===== config.mk =====
export PLATFORM = sky130hd
export DESIGN_NAME = coherence_ctrl_flat
export DESIGN_NICKNAME = d
export VERILOG_FILES = /design/src/rtl/coherence_ctrl_if.sv /design/src/rtl/coherence_ctrl.sv /design/src/flat_wrapper.sv
export SDC_FILE = /design/constraint.sdc
export NUM_CORES = 1
export LEC_CHECK = 0
export ABC_AREA = 1
export CAP_MARGIN = 20
export CORE_AREA = 2 2 196 198
export CTS_BUF_LIST = sky130_fd_sc_hd__clkbuf_4
export DETAILED_ROUTE_END_ITERATION = 6
export DIE_AREA = 0 0 198 200
export HOLD_SLACK_MARGIN = 0.02
export PLACE_DENSITY_LB_ADDON = 0.2
export SETUP_SLACK_MARGIN = 0.3
export SYNTH_ARGS = -nofsm -noshare
export SYNTH_HDL_FRONTEND = slang
export SYNTH_SLANG_ARGS = --single-unit
export TNS_END_PERCENT = 100

===== constraint.sdc =====
create_clock -name CLK -period 1.4 [get_ports CLK]
set_input_delay 0.21 -clock CLK [delete_from_list [all_inputs] [get_ports CLK]]
set_output_delay 0.21 -clock CLK [all_outputs]
set_load 0.02 [all_outputs]

===== src/rtl/coherence_ctrl_if.sv =====
// Bus bundle between the coherence controller, its cache pairs and main memory.
// The controller takes the slave view; caches plus memory take the master view.
interface coherence_ctrl_if #(parameter int CPUS = 2);
    // cache -> controller
    logic [CPUS-1:0]       iREN;
    logic [CPUS-1:0]       dREN;
    logic [CPUS-1:0]       dWEN;
    logic [CPUS-1:0]       ccwrite;
    logic [CPUS-1:0]       cctrans;
    logic [CPUS-1:0][31:0] iaddr;
    logic [CPUS-1:0][31:0] daddr;
    logic [CPUS-1:0][31:0] dstore;
    // controller -> cache
    logic [CPUS-1:0]       iwait;
    logic [CPUS-1:0]       dwait;
    logic [CPUS-1:0][31:0] iload;
    logic [CPUS-1:0][31:0] dload;
    logic [CPUS-1:0]       ccwait;
    logic [CPUS-1:0]       ccinv;
    logic [CPUS-1:0][31:0] ccsnoopaddr;
    // controller <-> memory
    logic                  ramREN;
    logic                  ramWEN;
    logic [31:0]           ramaddr;
    logic [31:0]           ramstore;
    logic [31:0]           ramload;
    logic [1:0]            ramstate;

    modport slave (
        input  iREN, dREN, dWEN, ccwrite, cctrans, iaddr, daddr, dstore, ramload, ramstate,
        output iwait, dwait, iload, dload, ccwait, ccinv, ccsnoopaddr,
               ramREN, ramWEN, ramaddr, ramstore
    );

    modport master (
        output iREN, dREN, dWEN, ccwrite, cctrans, iaddr, daddr, dstore, ramload, ramstate,
        input  iwait, dwait, iload, dload, ccwait, ccinv, ccsnoopaddr,
               ramREN, ramWEN, ramaddr, ramstore
    );
endinterface


===== src/rtl/coherence_ctrl.sv =====
// Snooping coherence controller: arbitrates CPUS cache pairs onto one memory port,
// serving 2-word data blocks (with cache-to-cache transfer) and single-word fetches.
module coherence_ctrl #(
    parameter int CPUS = 2
) (
    input logic            CLK,
    input logic            RST,
    coherence_ctrl_if.slave ccif
);
    localparam int         IW         = (CPUS > 1) ? $clog2(CPUS) : 1;
    localparam logic [1:0] RAM_ACCESS = 2'd2;

    typedef enum logic [3:0] {
        IDLE, ARB, SNOOP, C2C1, C2C2, LOAD1, LOAD2, WB1, WB2, INSTR
    } state_t;

    state_t        state, state_nxt;
    logic [IW-1:0] owner, owner_nxt;   // requester R / writer W / fetcher I
    logic [IW-1:0] snp, snp_nxt;       // snooped cache supplying the block
    logic [IW-1:0] dptr, dptr_nxt;
    logic [IW-1:0] iptr, iptr_nxt;
    logic          access;
    logic          data_live;
    logic          unused_cc;

    // cctrans carries no information the controller needs beyond dREN/ccwrite.
    assign unused_cc = |ccif.cctrans;

    // First requester at or after ptr, wrapping.
    function automatic logic [IW-1:0] rr_pick(input logic [CPUS-1:0] reqs,
                                              input logic [IW-1:0]   ptr);
        logic [IW-1:0] pick;
        int            idx;
        pick = ptr;
        for (int k = CPUS - 1; k >= 0; k--) begin
            idx = (int'(ptr) + k) % CPUS;
            if (reqs[idx]) pick = IW'(idx);
        end
        return pick;
    endfunction

    function automatic logic [IW-1:0] after(input logic [IW-1:0] idx);
        return IW'((int'(idx) + 1) % CPUS);
    endfunction

    always_ff @(posedge CLK) begin
        if (RST) begin
            state <= IDLE;
            owner <= '0;
            snp   <= '0;
            dptr  <= '0;
            iptr  <= '0;
        end else begin
            state <= state_nxt;
            owner <= owner_nxt;
            snp   <= snp_nxt;
            dptr  <= dptr_nxt;
            iptr  <= iptr_nxt;
        end
    end

    always_comb begin
        state_nxt        = state;
        owner_nxt        = owner;
        snp_nxt          = snp;
        dptr_nxt         = dptr;
        iptr_nxt         = iptr;
        ccif.iwait       = '1;
        ccif.dwait       = '1;
        ccif.iload       = '0;
        ccif.dload       = '0;
        ccif.ccwait      = '0;
        ccif.ccinv       = '0;
        ccif.ccsnoopaddr = '0;
        ccif.ramREN      = 1'b0;
        ccif.ramWEN      = 1'b0;
        ccif.ramaddr     = '0;
        ccif.ramstore    = '0;
        access           = (ccif.ramstate == RAM_ACCESS);
        data_live        = ccif.dREN[owner];

        if (!RST) begin
            // Every other cache is held off and watching the block from SNOOP to the last word.
            if ((state inside {SNOOP, C2C1, C2C2, LOAD1, LOAD2}) && data_live) begin
                for (int s = 0; s < CPUS; s++) begin
                    if (s != int'(owner)) begin
                        ccif.ccwait[s]      = 1'b1;
                        ccif.ccsnoopaddr[s] = ccif.daddr[owner];
                    end
                end
            end

            case (state)
                IDLE: begin
                    if (|ccif.dWEN) begin
                        owner_nxt = rr_pick(ccif.dWEN, dptr);
                        state_nxt = WB1;
                    end else if (|ccif.dREN) begin
                        state_nxt = ARB;
                    end else if (|ccif.iREN) begin
                        owner_nxt = rr_pick(ccif.iREN, iptr);
                        state_nxt = INSTR;
                    end
                end

                ARB: begin
                    if (|ccif.dREN) begin
                        owner_nxt = rr_pick(ccif.dREN, dptr);
                        state_nxt = SNOOP;
                    end else begin
                        state_nxt = IDLE;
                    end
                end

                SNOOP: begin
                    if (!data_live) begin
                        state_nxt = IDLE;
                    end else begin
                        state_nxt = LOAD1;
                        for (int s = CPUS - 1; s >= 0; s--) begin
                            if (s != int'(owner)) begin
                                ccif.ccinv[s] = ccif.ccwrite[owner];
                                if (ccif.ccwrite[s]) begin
                                    state_nxt = C2C1;
                                    snp_nxt   = IW'(s);
                                end
                            end
                        end
                    end
                end

                C2C1, C2C2: begin
                    if (!data_live) begin
                        state_nxt = IDLE;
                    end else begin
                        // Dirty block goes to the requester and back to memory in one pass.
                        ccif.dload[owner] = ccif.dstore[snp];
                        ccif.ramWEN       = 1'b1;
                        ccif.ramaddr      = ccif.daddr[snp];
                        ccif.ramstore     = ccif.dstore[snp];
                        if (access) begin
                            ccif.dwait[owner] = 1'b0;
                            ccif.dwait[snp]   = 1'b0;
                            if (state == C2C1) begin
                                state_nxt = C2C2;
                            end else begin
                                state_nxt = IDLE;
                                dptr_nxt  = after(owner);
                            end
                        end
                    end
                end

                LOAD1, LOAD2: begin
                    if (!data_live) begin
                        state_nxt = IDLE;
                    end else begin
                        ccif.ramREN       = 1'b1;
                        ccif.ramaddr      = ccif.daddr[owner];
                        ccif.dload[owner] = ccif.ramload;
                        if (access) begin
                            ccif.dwait[owner] = 1'b0;
                            if (state == LOAD1) begin
                                state_nxt = LOAD2;
                            end else begin
                                state_nxt = IDLE;
                                dptr_nxt  = after(owner);
                            end
                        end
                    end
                end

                WB1, WB2: begin
                    if (!ccif.dWEN[owner]) begin
                        state_nxt = IDLE;
                    end else begin
                        ccif.ramWEN   = 1'b1;
                        ccif.ramaddr  = ccif.daddr[owner];
                        ccif.ramstore = ccif.dstore[owner];
                        if (access) begin
                            ccif.dwait[owner] = 1'b0;
                            if (state == WB1) begin
                                state_nxt = WB2;
                            end else begin
                                state_nxt = IDLE;
                                dptr_nxt  = after(owner);
                            end
                        end
                    end
                end

                INSTR: begin
                    if (!ccif.iREN[owner]) begin
                        state_nxt = IDLE;
                    end else begin
                        ccif.ramREN       = 1'b1;
                        ccif.ramaddr      = ccif.iaddr[owner];
                        ccif.iload[owner] = ccif.ramload;
                        if (access) begin
                            ccif.iwait[owner] = 1'b0;
                            state_nxt         = IDLE;
                            iptr_nxt          = after(owner);
                        end
                    end
                end

                default: state_nxt = IDLE;
            endcase
        end
    end
endmodule


===== src/flat_wrapper.sv =====
// flat-port wrapper written by rule: the top's interface ports become plain ports
module coherence_ctrl_flat 
#(
    parameter int CPUS = 2
)
  (CLK, RST, ccif_iREN, ccif_dREN, ccif_dWEN, ccif_ccwrite, ccif_cctrans, ccif_iaddr, ccif_daddr, ccif_dstore, ccif_ramload, ccif_ramstate, ccif_iwait, ccif_dwait, ccif_iload, ccif_dload, ccif_ccwait, ccif_ccinv, ccif_ccsnoopaddr, ccif_ramREN, ccif_ramWEN, ccif_ramaddr, ccif_ramstore);
  coherence_ctrl_if #(.CPUS(CPUS)) ccif_i ();
  input logic CLK;
  input logic RST;
  input wire logic [$bits(ccif_i.iREN)-1:0] ccif_iREN;
  input wire logic [$bits(ccif_i.dREN)-1:0] ccif_dREN;
  input wire logic [$bits(ccif_i.dWEN)-1:0] ccif_dWEN;
  input wire logic [$bits(ccif_i.ccwrite)-1:0] ccif_ccwrite;
  input wire logic [$bits(ccif_i.cctrans)-1:0] ccif_cctrans;
  input wire logic [$bits(ccif_i.iaddr)-1:0] ccif_iaddr;
  input wire logic [$bits(ccif_i.daddr)-1:0] ccif_daddr;
  input wire logic [$bits(ccif_i.dstore)-1:0] ccif_dstore;
  input wire logic [$bits(ccif_i.ramload)-1:0] ccif_ramload;
  input wire logic [$bits(ccif_i.ramstate)-1:0] ccif_ramstate;
  output wire logic [$bits(ccif_i.iwait)-1:0] ccif_iwait;
  output wire logic [$bits(ccif_i.dwait)-1:0] ccif_dwait;
  output wire logic [$bits(ccif_i.iload)-1:0] ccif_iload;
  output wire logic [$bits(ccif_i.dload)-1:0] ccif_dload;
  output wire logic [$bits(ccif_i.ccwait)-1:0] ccif_ccwait;
  output wire logic [$bits(ccif_i.ccinv)-1:0] ccif_ccinv;
  output wire logic [$bits(ccif_i.ccsnoopaddr)-1:0] ccif_ccsnoopaddr;
  output wire logic [$bits(ccif_i.ramREN)-1:0] ccif_ramREN;
  output wire logic [$bits(ccif_i.ramWEN)-1:0] ccif_ramWEN;
  output wire logic [$bits(ccif_i.ramaddr)-1:0] ccif_ramaddr;
  output wire logic [$bits(ccif_i.ramstore)-1:0] ccif_ramstore;
  assign ccif_i.iREN = ccif_iREN;
  assign ccif_i.dREN = ccif_dREN;
  assign ccif_i.dWEN = ccif_dWEN;
  assign ccif_i.ccwrite = ccif_ccwrite;
  assign ccif_i.cctrans = ccif_cctrans;
  assign ccif_i.iaddr = ccif_iaddr;
  assign ccif_i.daddr = ccif_daddr;
  assign ccif_i.dstore = ccif_dstore;
  assign ccif_i.ramload = ccif_ramload;
  assign ccif_i.ramstate = ccif_ramstate;
  assign ccif_iwait = ccif_i.iwait;
  assign ccif_dwait = ccif_i.dwait;
  assign ccif_iload = ccif_i.iload;
  assign ccif_dload = ccif_i.dload;
  assign ccif_ccwait = ccif_i.ccwait;
  assign ccif_ccinv = ccif_i.ccinv;
  assign ccif_ccsnoopaddr = ccif_i.ccsnoopaddr;
  assign ccif_ramREN = ccif_i.ramREN;
  assign ccif_ramWEN = ccif_i.ramWEN;
  assign ccif_ramaddr = ccif_i.ramaddr;
  assign ccif_ramstore = ccif_i.ramstore;
  coherence_ctrl #(.CPUS(CPUS)) u_core (.CLK(CLK), .RST(RST), .ccif(ccif_i));
endmodule

==> results of run 1 <==
## where the power goes
| part | switching, mW | internal (mW) | total [mW] | leakage (nW) |
|---|---|---|---|---|
| clock | 0.0782 | 0.0981 | 0.176 | 0.0138 |
| sequential | 0.187 | 0.344 | 0.531 | 0.0697 |
| combinational | 9.52 | 8.42 | 17.9 | 7.21 |
| total | 9.78 | 8.86 | 18.6 | 7.29 |
## worst reg2reg max path, delay by kind of cell, from the launching register on
| family | cells | cell delay [ns] |
|---|---|---|
| buffers and inverters | 4 | 0.40 |
| flip-flops | 1 | 0.37 |
| AND/OR/NAND/NOR | 9 | 1.01 |
## registers in the layout, summed over array words and instances, names as in the netlist
signal        flops
u_core.state      4
u_core.snp        1
u_core.iptr       1
u_core.owner      1
u_core.dptr       1
## per-stage QoR
step                      worst slack [ns]  setup TNS, ns  power (mW)
final                               -0.985        -215.79        18.6
after global routing                 -1.05        -238.27        19.7
after CTS                            -1.14        -239.90        14.3
after detailed placement             -1.29        -298.38        13.6
after global placement               -1.28        -296.06        13.7
after floorplan                     -0.278         -60.16        7.43
## what timing repair did
| item | 4_1_cts | 5_1_grt |
|---|---|---|
| cloned | 4 | 17 |
| resized for setup | 686 | 848 |
| pin swaps | 10 | 25 |
| buffers inserted | 23 | 75 |
| setup endpoints to repair | 274 | 274 |
## routing by layer
layer / part of all wire (%) / vias to the layer above / GRT usage (%)
li1: - / 5472 / -
met1: 43 / 5366 / 25.8
met2: 50 / 381 / 37.0
met3: 4.5 / 58 / 2.02
met4: 2.1 / 0 / 4.26
met5: 0 / - / 0
## cell families after synthesis
group,after synthesis
simple gates,622
mux,56
flops,8
compound gates,256
buf+inv,238
## cell usage after synthesis, drive strengths merged
master   instances  area share (%)
buf             52             5.7
o21ai           46             4.1
a211oi          32             4.2
nor3            34             3.1
nand4            8            0.87
clkinv           1           0.065
dfxtp            8             2.8
nand3           23             2.6
o22ai           83             9.0
nor2           312              21
a21oi           87             7.5
nand2          243              16
or2              1            0.11
clkbuf          47             3.1
inv            138             9.0
mux2i           56             9.7
o2111ai          1            0.15
o211ai           3            0.39
a21o             4            0.52
nor4b            1            0.15
## area by class of cell
| cell class | count | area, um^2 | area share [%] |
|---|---|---|---|
| Timing Repair Buffer | 893 | 8870 | 51.5 |
| Multi-Input combinational cell | 935 | 6970 | 40.5 |
| Tap cell | 511 | 639 | 3.71 |
| Inverter | 139 | 537 | 3.12 |
| Sequential cell | 8 | 183 | 1.06 |
| Clock buffer | 3 | 22.5 | 0.131 |
| Antenna cell | 2 | 5.00 | 0.0290 |
## layout by cell type, fill, tap and decap left out, types with 7 or more instances in the layout
cell / count
a21oi_2: 15
nand2_4: 13
dlymetal6s2s_1: 12
nor2_2: 60
inv_1: 106
clkdlybuf4s50_1: 234
buf_2: 12
o22ai_1: 39
buf_12: 46
buf_6: 144
clkbuf_4: 9
mux2i_1: 53
o21ai_0: 32
a211oi_1: 9
nor2_1: 104
o21ai_1: 7
nor3_2: 10
nor2_4: 148
buf_4: 374
inv_2: 28
clkbuf_2: 18
o22ai_4: 7
nand2_1: 219
nand3_1: 16
o22ai_2: 37
dlygate4sd2_1: 8
nand2_2: 7
a21oi_1: 67
nand4_1: 8
a211oi_2: 19
clkdlybuf4s15_2: 9
buf_8: 9
clkbuf_16: 14
nor3_4: 22
## path summary, 6_finish.rpt
path	start	to	slack (ns)	depth (start not counted)
worst max-delay path	u_core.state[1]	ccif_iload[16]	-0.99	14
worst min-delay path	RST	u_core.snp	0.42	3
worst max register to register	u_core.state[2]	u_core.state[0]	-0.49	13
worst min register to register	u_core.iptr	u_core.iptr	0.50	2
==> flow_summary.rst, run 1 <==
.. list-table::
   :header-rows: 1

   * - Metric
     - Value
   * - Complex-gate fraction of the synthesized area
     - 25.8%
   * - Maximum level of the CTS H-tree
     - 1
   * - Die area
     - 39,600 um^2
   * - WL/cell
     - 19.3 um
   * - Die width
     - 198 um
   * - Number of clock buffers inserted by TritonCTS
     - 3
   * - Maximum clock frequency
     - 419 MHz
   * - Detailed-router iteration count before antenna repair
     - 5
   * - DR vias/cell
     - 4.53
   * - MaxCap Viol Count
     - 0
   * - Total power per unit cell area
     - 1080 nW/um^2
   * - Global-route wire length before repair
     - 62,400 um
   * - Final period util
     - 170%
   * - Unique masters post-synth
     - 33
   * - Maximum root-to-sink buffer count
     - 2
   * - Via count
     - 11,277
   * - Class of the tightest hold or removal check
     - primary input to flop
   * - Antenna viol nets, final
     - 0
   * - Number of filler instances in the final layout
     - 3,735
   * - Largest driver fanout on the critical path
     - 5
   * - Final setup vio count
     - 274
   * - Worst setup SP type
     - flop
   * - Post-DP HPWL
     - 34,100 um
   * - Worst EP required
     - 1.19 ns
   * - Via count of the first global-routing pass
     - 10,559
   * - Combined buffer and inverter count along the critical path
     - 9
   * - Max-slew violation count
     - 0
   * - Number of rows in the core area
     - 71
   * - Critical path class
     - flop to primary output
   * - Final worst slack
     - -0.985 ns
   * - Worst voltage drop across the vdd grid
     - 1.52 mV
   * - Area of the core region
     - 37,400 um^2
   * - Core occupancy in the finished layout
     - 46.1%
   * - Clock tree from TritonCTS
     - yes
   * - Worst-path clk slew
     - 0.06 ns
   * - Pin slew with the least headroom to its limit
     - 0.528 ns
   * - DIE HEIGHT
     - 200 um
   * - Run status
     - complete, but fails checks
   * - # port buffers
     - 501
   * - Final clock skew
     - 0.00581 ns
   * - Placer's final routability congestion estimate
     - 0.926
   * - DRC violations left
     - 0
   * - Number of warnings reported in the yosys synthesis log
     - 0
   * - RSZ-0062 raised after global routing
     - yes
   * - Synthesized-area fraction occupied by and/or/nand/nor cells
     - 44.0%
   * - Hold buffer count at cts
     - 0
   * - Adder-cell area share of the yosys netlist
     - 0%
   * - Number of nets in the finished design
     - 2,218
   * - Number of ports placed on the die boundary
     - 504
   * - Crit-path max cell delay
     - 0.37 ns
   * - CP endpoint kind
     - primary output
   * - Total detailed-routing wirelength
     - 48,100 um
   * - Global Route Usage Sum
     - 20.3%
   * - Standard cell with the maximum stage delay on the critical path
     - dfxtp_4
   * - Initial Utilization
     - 15.4%
   * - Antenna violations before repair
     - 2
   * - Xor/xnor share of the synthesized area
     - 0%
   * - Clock root buffer
     - clkbuf_4
   * - Detailed Route Iter0 Violations
     - 667
   * - CP arrival
     - 2.18 ns
   * - Violated checks
     - negative setup slack
   * - Remaining global-route overflow
     - 0
   * - Combined area of all synthesized cells
     - 5780 um^2
   * - Post-synthesis sequential element count
     - 8
   * - Cell-by-cell trace of the critical path
     - inv_2 > nand2_2 > nor2_4 > nand2_4 > buf_6 > buf_6 > nor2_4 > inv_6 > buf_12 > buf_12 > buf_4 > buf_16 > nor2_4 > buf_6
   * - Minimum hold slack
     - 0.420 ns
   * - Shortest clock period the worst path allows after layout
     - 2.39 ns
   * - Kind of cell adding the most delay to the critical path
     - buffers and inverters
   * - Count of non-filler cells in the finished layout
     - 2,491
   * - Clock latency on the worst-skew pair
     - 0.26 ns
   * - Area of all placed cells without fillers
     - 17,200 um^2
   * - Worst slew margin
     - 63.8%
   * - Number of placed instances, taps included
     - 2,367
   * - Share of layout cells above drive strength 1
     - 53.0%
   * - Share of the yosys chip area belonging to registers
     - 2.77%
   * - Syn nets
     - 1,418
   * - Dominant combinational cell family by area after synthesis
     - simple AND/OR/NAND/NOR gates
   * - Share of synthesized area spent on multiplexers
     - 9.70%
   * - LEAKAGE
     - 7.29 nW
   * - Largest net degree at the start of global routing
     - 49
   * - Post-synthesis to final-layout area growth
     - 198%
   * - Avg Inst Size Synth
     - 4.90 um^2
   * - Final Hold Viols
     - 0
   * - Cells after Synth
     - 1,180
   * - Total number of clock tree sinks
     - 8
   * - Post-placement cell area
     - 14,400 um^2
Note: power is estimated with default switching activity, not from simulation.
==> run 2, diff against run 1 <==
--- a/config.mk
+++ b/config.mk
@@ -6,6 +6,7 @@
 export NUM_CORES = 1
 export LEC_CHECK = 0
 export ABC_AREA = 1
+export ABC_CLOCK_PERIOD_IN_PS = 1400
 export CAP_MARGIN = 20
 export CORE_AREA = 2 2 196 198
 export CTS_BUF_LIST = sky130_fd_sc_hd__clkbuf_4
==> results of run 2 <==
No change in the layout: final DEF, timing and power equal those of run 1.
==> run 3, diff against run 2 <==
--- a/config.mk
+++ b/config.mk
@@ -15,7 +15,8 @@
 export HOLD_SLACK_MARGIN = 0.02
 export PLACE_DENSITY_LB_ADDON = 0.2
 export SETUP_SLACK_MARGIN = 0.3
+export SKIP_LAST_GASP = 1
 export SYNTH_ARGS = -nofsm -noshare
 export SYNTH_HDL_FRONTEND = slang
 export SYNTH_SLANG_ARGS = --single-unit
-export TNS_END_PERCENT = 100
+export TNS_END_PERCENT = 5
==> run 3 against run 2 <==
Register-to-register slack improved by 0.11 ns. Via count fell by 6.8%. Highest routed layer unchanged. Hold slack got worse by 0.022 ns. The run still ends with negative setup slack left. Die area did not move. Worst setup slack improved by 0.14 ns. Flip-flop and latch count did not move. Non-clock buffer count fell by 113. Clock-buffer cell count rose by 1. Largest cell class unchanged. Power fell by 24%. Final cell count fell by 4.5%.
==> flow_summary.rst, run 3 (same netlist as run 1, synthesis figures left out) <==
.. list-table::
   :header-rows: 1

   * - Metric
     - Value
   * - Run status
     - complete, but fails checks
   * - Violated checks
     - negative setup slack
   * - Count of non-filler cells in the finished layout
     - 2,378
   * - Overall power after layout
     - 14.1 mW
   * - Worst setup path startpoint
     - u_core.owner
   * - Largest driver fanout on the critical path
     - 32
   * - Antenna viol nets, final
     - 0
   * - Post-placement cell area
     - 14,000 um^2
   * - Number of ports placed on the die boundary
     - 504
   * - Clock root buffer
     - clkbuf_4
   * - Number of filler instances in the final layout
     - 4,111
   * - Area of the core region
     - 37,400 um^2
   * - LEAKAGE
     - 6.04 nW
   * - Class of the tightest hold or removal check
     - primary input to flop
   * - Critical path class
     - flop to primary output
   * - Remaining global-route overflow
     - 0
   * - DIE HEIGHT
     - 200 um
   * - Register with the most flip-flops
     - u_core.state
   * - MaxCap Viol Count
     - 0
   * - Detailed-router iteration count before antenna repair
     - 5
   * - Post-synthesis to final-layout area growth
     - 139%
   * - Detailed Route Iter0 Violations
     - 501
   * - Via count
     - 10,507
   * - Maximum level of the CTS H-tree
     - 1
   * - Flip-flop count of the largest register, all copies and words added
     - 4
   * - Total power per unit cell area
     - 1020 nW/um^2
   * - Maximum clock frequency
     - 445 MHz
   * - Clock tree from TritonCTS
     - yes
   * - CP arrival
     - 2.04 ns
   * - Minimum hold slack
     - 0.398 ns
   * - Final setup vio count
     - 274
   * - Maximum root-to-sink buffer count
     - 2
   * - Die area
     - 39,600 um^2
   * - Number of placed instances, taps included
     - 2,354
   * - Share of layout cells above drive strength 1
     - 39.1%
   * - Shortest clock period the worst path allows after layout
     - 2.25 ns
   * - Area of all placed cells without fillers
     - 13,800 um^2
   * - Post-Place Setup Slack
     - -1.22 ns
   * - Worst EP required
     - 1.19 ns
   * - Commonest non-fill, non-tap cells in the layout
     - buf_4, clkdlybuf4s50_1, nand2_1
   * - Number of nets in the finished design
     - 2,104
   * - Clock latency on the worst-skew pair
     - 0.28 ns
   * - Global Route Usage Sum
     - 19.9%
   * - Largest net degree at the start of global routing
     - 68
   * - Number of rows in the core area
     - 71
   * - Number of clock buffers inserted by TritonCTS
     - 3
   * - Placer's final routability congestion estimate
     - 0.929
   * - # port buffers
     - 501
   * - Final period util
     - 161%
   * - Via count of the first global-routing pass
     - 10,628
   * - DR vias/cell
     - 4.42
   * - Final worst slack
     - -0.848 ns
   * - Final clock skew
     - 0.0176 ns
   * - Die width
     - 198 um
   * - Global-route wire length before repair
     - 61,500 um
   * - Worst slew margin
     - 64.6%
   * - Most frequent standard cell in the layout excluding fill and tap cells
     - buf_4
   * - Max-slew violation count
     - 0
   * - Total number of clock tree sinks
     - 8
   * - Total negative setup slack
     - -196.49 ns
   * - Worst voltage drop across the vdd grid
     - 0.572 mV
   * - CP endpoint kind
     - primary output
   * - Total detailed-routing wirelength
     - 43,300 um
   * - Worst setup SP type
     - flop
   * - Worst-path clk slew
     - 0.08 ns
   * - DRC violations left
     - 0
   * - RSZ-0062 raised after global routing
     - yes
   * - Hold buffer count at cts
     - 0
   * - WL/cell
     - 18.2 um
   * - Critical register-to-register path startpoint
     - u_core.state[3]
   * - Initial Utilization
     - 15.4%
   * - Antenna violations before repair
     - 2
   * - Post-DP HPWL
     - 33,500 um
   * - Final Hold Viols
     - 0
   * - Pin slew with the least headroom to its limit
     - 0.517 ns
   * - Core occupancy in the finished layout
     - 36.9%
   * - Worst Min Path Start
     - RST
[run 3: changes by cell type in the layout (fill, tap and decap cells not counted), moves of 36 or more]
cell           previous run  this run
o22ai_1                  39        82
buf_6                   144         7
nor2_4                  148        36
clkbuf_2                 18       124
dlygate4sd2_1             8        49
buf_4                   374       266
o22ai_2                  37         1
nor2_1                  104       166
nor2_2                   60       110
[run 3: worst paths after layout]
| check | cells past startpoint | slack (ns) | to |
|---|---|---|---|
| worst max-delay path | 7 | -0.85 | ccif_ccsnoopaddr[11] |
| worst min-delay path | 3 | 0.40 | u_core.snp |
| worst max register to register | 12 | -0.38 | u_core.state[0] |
| worst min register to register | 2 | 0.50 | u_core.iptr |
[run 3: final cells by class]
class | count | area, um^2 | share of cell area (%)
inverter | 139 | 533 | 3.87
multi-input combinational | 934 | 5570 | 40.4
sequential | 8 | 178 | 1.29
clock buffer | 4 | 30.0 | 0.218
antenna | 2 | 5.00 | 0.0363
tap | 511 | 639 | 4.64
timing repair buffer | 780 | 6840 | 49.6
[run 3: routing by layer]
layer	up-vias	part of all wire, %	GRT usage [%]
met3	53	7.4	3.70
met2	425	50	37.2
li1	5238	-	-
met5	-	0	0
met4	0	2.3	4.98
met1	4791	40	23.3
[run 3: repair_timing]
item / 4_1_cts / 5_1_grt
gates cloned: 4 / 4
endpoints found under the setup margin: 274 / 274
gates resized for setup: 456 / 333
pin swaps: 7 / 6
buffers inserted: 5 / 5
[run 3: worst max-delay path, stage by stage, from the launching register on]
cell	delay (ns)
dfxtp_4	0.42
nand2_1	0.12
nand2_4	0.15
buf_4	0.18
o21ai_4	0.08
buf_12	0.18
nor3_2	0.23
clkdlybuf4s15_1	0.36
[run 3: report_power, final]
group | switching [mW] | internal, mW | total, mW | leakage [nW]
Combinational | 7.50 | 5.87 | 13.4 | 5.96
Clock | 0.104 | 0.129 | 0.233 | 0.0184
Sequential | 0.138 | 0.337 | 0.475 | 0.0691
Total | 7.74 | 6.34 | 14.1 | 6.04
